### src/rtl/sw_score_tracker_pkg.sv
// Shared definitions for the Smith-Waterman score tracker: default widths and FSM state encodings.
// SW_SCORE_WIDTH must match the WIDTH used by SmithWatermanPE.
package sw_score_tracker_pkg;

    localparam int SW_SCORE_WIDTH = 10;
    localparam int SW_COL_WIDTH   = 16;
    localparam int SW_THRESHOLD   = 20;

    typedef enum logic [1:0] {
        ST_IDLE = 2'd0,
        ST_RUN  = 2'd1,
        ST_DONE = 2'd2
    } sw_state_t;

endpackage

### src/rtl/sw_score_tracker.sv
// Follows the last SmithWatermanPE: tracks the best V score and its reference column per pass,
// then holds the result on a valid/ready interface until the host takes it.
module sw_score_tracker
    import sw_score_tracker_pkg::*;
#(
    parameter int SCORE_WIDTH = SW_SCORE_WIDTH,
    parameter int COL_WIDTH   = SW_COL_WIDTH,
    parameter int THRESHOLD   = SW_THRESHOLD
) (
    input  logic                   clk,
    input  logic                   rst,
    input  logic                   start,
    input  logic [COL_WIDTH-1:0]   ref_len,
    input  logic [SCORE_WIDTH-1:0] V_in,
    input  logic                   init_in,
    input  logic                   res_ready,
    output logic                   res_valid,
    output logic [SCORE_WIDTH-1:0] max_score,
    output logic [COL_WIDTH-1:0]   max_col,
    output logic                   hit,
    output logic                   busy
);

    localparam logic [SCORE_WIDTH-1:0] THRESH_V = SCORE_WIDTH'(THRESHOLD);

    sw_state_t              state;
    sw_state_t              next_state;
    logic [COL_WIDTH-1:0]   col;
    logic [COL_WIDTH-1:0]   ref_len_q;
    logic [COL_WIDTH-1:0]   last_col;
    logic [SCORE_WIDTH-1:0] best_score;
    logic [COL_WIDTH-1:0]   best_col;
    logic                   best_hit;
    logic                   start_pass;
    logic                   accept;

    assign last_col = ref_len_q - COL_WIDTH'(1);

    always_ff @(posedge clk or negedge rst) begin
        if (!rst) begin
            state <= ST_IDLE;
        end else begin
            state <= next_state;
        end
    end

    always_comb begin
        next_state = state;
        start_pass = 1'b0;
        accept     = 1'b0;
        case (state)
            ST_IDLE: begin
                if (start) begin
                    start_pass = 1'b1;
                    next_state = (ref_len == '0) ? ST_DONE : ST_RUN;
                end
            end
            ST_RUN: begin
                if (init_in) begin
                    accept = 1'b1;
                    if (col == last_col) begin
                        next_state = ST_DONE;
                    end
                end
            end
            ST_DONE: begin
                if (res_ready) begin
                    next_state = ST_IDLE;
                end
            end
            default: next_state = ST_IDLE;
        endcase
    end

    // Strict greater-than keeps the earliest column on ties; hit moves with the score.
    always_ff @(posedge clk or negedge rst) begin
        if (!rst) begin
            col        <= '0;
            ref_len_q  <= '0;
            best_score <= '0;
            best_col   <= '0;
            best_hit   <= 1'b0;
        end else if (start_pass) begin
            col        <= '0;
            ref_len_q  <= ref_len;
            best_score <= '0;
            best_col   <= '0;
            best_hit   <= 1'b0;
        end else if (accept) begin
            col <= col + COL_WIDTH'(1);
            if (V_in > best_score) begin
                best_score <= V_in;
                best_col   <= col;
                best_hit   <= (V_in >= THRESH_V);
            end
        end
    end

    assign res_valid = (state == ST_DONE);
    assign busy      = (state != ST_IDLE);
    assign max_score = best_score;
    assign max_col   = best_col;
    assign hit       = best_hit;

endmodule
### config.mk
export PLATFORM = sky130hd
export DESIGN_NAME = sw_score_tracker
export DESIGN_NICKNAME = d
export VERILOG_FILES = /design/src/rtl/sw_score_tracker_pkg.sv /design/src/rtl/sw_score_tracker.sv
export SDC_FILE = /design/constraint.sdc
export NUM_CORES = 1
export LEC_CHECK = 0
export CORE_ASPECT_RATIO = 1.2
export CORE_MARGIN = 5
export CORE_UTILIZATION = 34
export DETAILED_ROUTE_END_ITERATION = 12
export SLEW_MARGIN = 40
export SYNTH_ARGS = -nofsm -noshare
export SYNTH_HDL_FRONTEND = slang
export SYNTH_SLANG_ARGS = --single-unit
### constraint.sdc
create_clock -name clk -period 6.1 [get_ports clk]
set_clock_uncertainty 0.15 [all_clocks]
set_input_delay 1.22 -clock clk [delete_from_list [all_inputs] [get_ports clk]]
set_output_delay 1.22 -clock clk [all_outputs]
set_load 0.01 [all_outputs]
==> impl_metrics.ini <==
[timing]
rsz0062_at_grt = false
period_minus_slack_ns = 3.65
tns_ns = 0
setup_violations = 0
tightest_slew_ns = 0.653
holdWs_ns = 0.367
relSlewSlack = 0.561
period_share = 0.598
max_freq_ghz = 0.274
slew_viol_final = 0
hold_violations = 0

[critical_path]
crit_required_ns = 6.16
cp-start-kind = input port
worstSetupPathType = in -> reg
crit_path_max_fanout = 20
cp-end-kind = register
crit_arrival_ns = 3.71

[logic_synthesis]
synth_area_um2 = 3470
synth_mux_area_frac = 0.0927
synth_xor_xnor_area_share = 0.0783
yosysUniqueCellTypes = 45
synth_flop_cell = dfrtp_1
synth-compound-area-share = 0.0617
synth-edff-count = 0
ys_ff_latch = 61
synth_top_family_by_area = simple AND/OR/NAND/NOR gates
syn_avg_cell_area_um2 = 9.18
synth-simple-area-share = 0.231
synth-adder-area-share = 0.0433
synth_warnings = 0
synthArstFlopShare = 1.00
synth_nets = 421
syn_inst = 378
yosysSeqAreaShare = 0.440

[power_and_ir_drop]
cellPowerDensity_nw_per_um2 = 397
p_int_w = 0.00118
p_leak_nw = 2.09
finalPower_w = 0.00177
pwr-share-comb = 0.378
switchingPower_w = 0.000588
ir_drop_mv = 0.220
power.share.switching = 0.332
seq_power_share = 0.354
clkPwrFrac = 0.268

[drt]
wl_per_cell_um = 15.0
via_per_inst = 4.98
drt_iter0_markers = 167
vias = 2824
detail-route-antenna-nets = 0
drt_pass1_iterations = 4
wl_um = 8520
drc_errors = 0

[clocking]
cts_made_buffers = 9
cts-hold-fix-buffers = 0
cts_sinks = 61
post_cts_resized = 0
clkTransAtPathRegs_ns = 0.05
cts_tree = built
post_cts_buffers = 0
cts.path.max_buffers = 2
htreeDepth = 3
cts_root_buf = clkbuf_16
clk_latency_ns = 0.32

[die]
die_y_um = 121
initial_core_util = 0.346
rows = 40
core_um2 = 10000
die_x_um = 102
dieArea_um2 = 12300
ios = 60

[global_route]
antenna_found_initial = 0
grt_pass1_vias = 2947
grt.total_usage = 0.143
grt_pass1_wl_um = 14000
grt_start_max_net_pins = 62
grt.overflow.total = 0

[run_status]
status = finished clean

[job]
max_cap_violations = 0

[cells_and_area]
diodes = 0
drive_above_1_share = 0.0839
area_delta_synth_final_pct = 28.7
nets = 480

[hold_path]
hold_path.class = reg -> reg

[placement]
gp_congestion = 0.867
portBuffers = 59
dpl.hpwl_um = 5980
placed cells by master (no fill, tap or decap), types with 5 or more instances in the layout:
cell	count
a21oi_1	9
ha_1	12
xnor2_1	24
nor4_1	14
nor2b_1	5
inv_1	32
dfrtp_1	61
mux2_2	9
nand4_1	5
mux2i_1	22
nor2_1	29
clkdlybuf4s50_1	58
nand2_1	74
clkbuf_16	9
xor2_1	7
nand3_1	7
and3_1	5
o21ai_0	6
worst max-delay path: stages:
cell and delay, ns:
clkdlybuf4s50_1 0.45, ha_1 0.33, a21o_1 0.16, a21o_1 0.17, a21oi_1 0.14, o211ai_1 0.09
nand3_1 0.34, buf_4 0.41, mux2_2 0.38
through the flow:
step,setup WS [ns],utilization,std cells,instance area [um2]
2_1_floorplan,2.69,-,378,3470
3_3_place_gp,2.19,0.417,552,4170
3_5_place_dp,2.14,0.417,552,4170
4_1_cts,2.46,0.446,567,4460
5_1_grt,2.36,0.446,567,4460
6_report,2.45,0.446,567,4460
power by group through the flow:
stage	clock network, W	registers [W]	logic (W)
5_1_grt	0.000509	0.000646	0.000742
6_report	0.000475	0.000627	0.000669
4_1_cts	0.000489	0.000628	0.000677
2_1_floorplan	0	0.000638	0.000380
3_3_place_gp	0	0.000628	0.000656
3_5_place_dp	0	0.000629	0.000671
state kept, by name (all words and copies together), names as in the netlist:
| register | flops |
|---|---|
| hit | 1 |
| ref_len_q | 16 |
| state | 2 |
| max_score | 10 |
| max_col | 16 |
| col | 16 |
per-layer routing:
metal	vias up	track usage	share of wire
met5	-	0	0
met2	74	0.226	0.46
met4	0	0.0582	0.026
met3	18	0.0381	0.061
li1	1382	-	-
met1	1350	0.185	0.46
kinds of logic (layout without fill, tap and decap cells):
family | count (synthesis) | after routing
AO/OA/AOI/OAI | 31 | 31
XOR/XNOR | 31 | 31
adder cells (fa/ha/maj) | 12 | 12
buffers and inverters | 46 | 109
flip-flops | 61 | 61
multiplexers | 31 | 31
AND/OR/NAND/NOR | 166 | 166
cell usage after synthesis (all sizes together) (6+ instances only):
master | instances | area share
xor2 | 7 | 0.018
nand3 | 7 | 0.010
nand2 | 75 | 0.081
ha | 12 | 0.043
xnor2 | 24 | 0.061
inv | 32 | 0.035
mux2i | 22 | 0.063
clkbuf | 12 | 0.013
o21ai | 6 | 0.0087
a21oi | 9 | 0.013
nor4 | 14 | 0.025
nor2 | 29 | 0.031
dfrtp | 61 | 0.44
mux2 | 9 | 0.029
final cells by class:
type                       count  area, um2
multi-input combinational    271       1760
sequential                    61       1530
clock buffer                  12        267
tap                          126        158
inverter                      32        120
fill                         971       5550
clock inverter                 3       20.0
timing repair buffer          62        612
path summary, 6_finish.rpt:
| check | start | endpoint | slack [ns] | cells past startpoint |
|---|---|---|---|---|
| min reg2reg | ref_len_q[15] | ref_len_q[15] | 0.37 | 2 |
| max in group asynchronous | rst | ref_len_q[6] | 4.57 | 2 |
| min | ref_len_q[15] | ref_len_q[15] | 0.37 | 2 |
| max | V_in[3] | max_score[3] | 2.45 | 9 |
| max reg2reg | ref_len_q[0] | state[0] | 3.20 | 8 |
| min in group asynchronous | rst | max_score[3] | 0.81 | 2 |
Power figures use the tool's default switching activity.
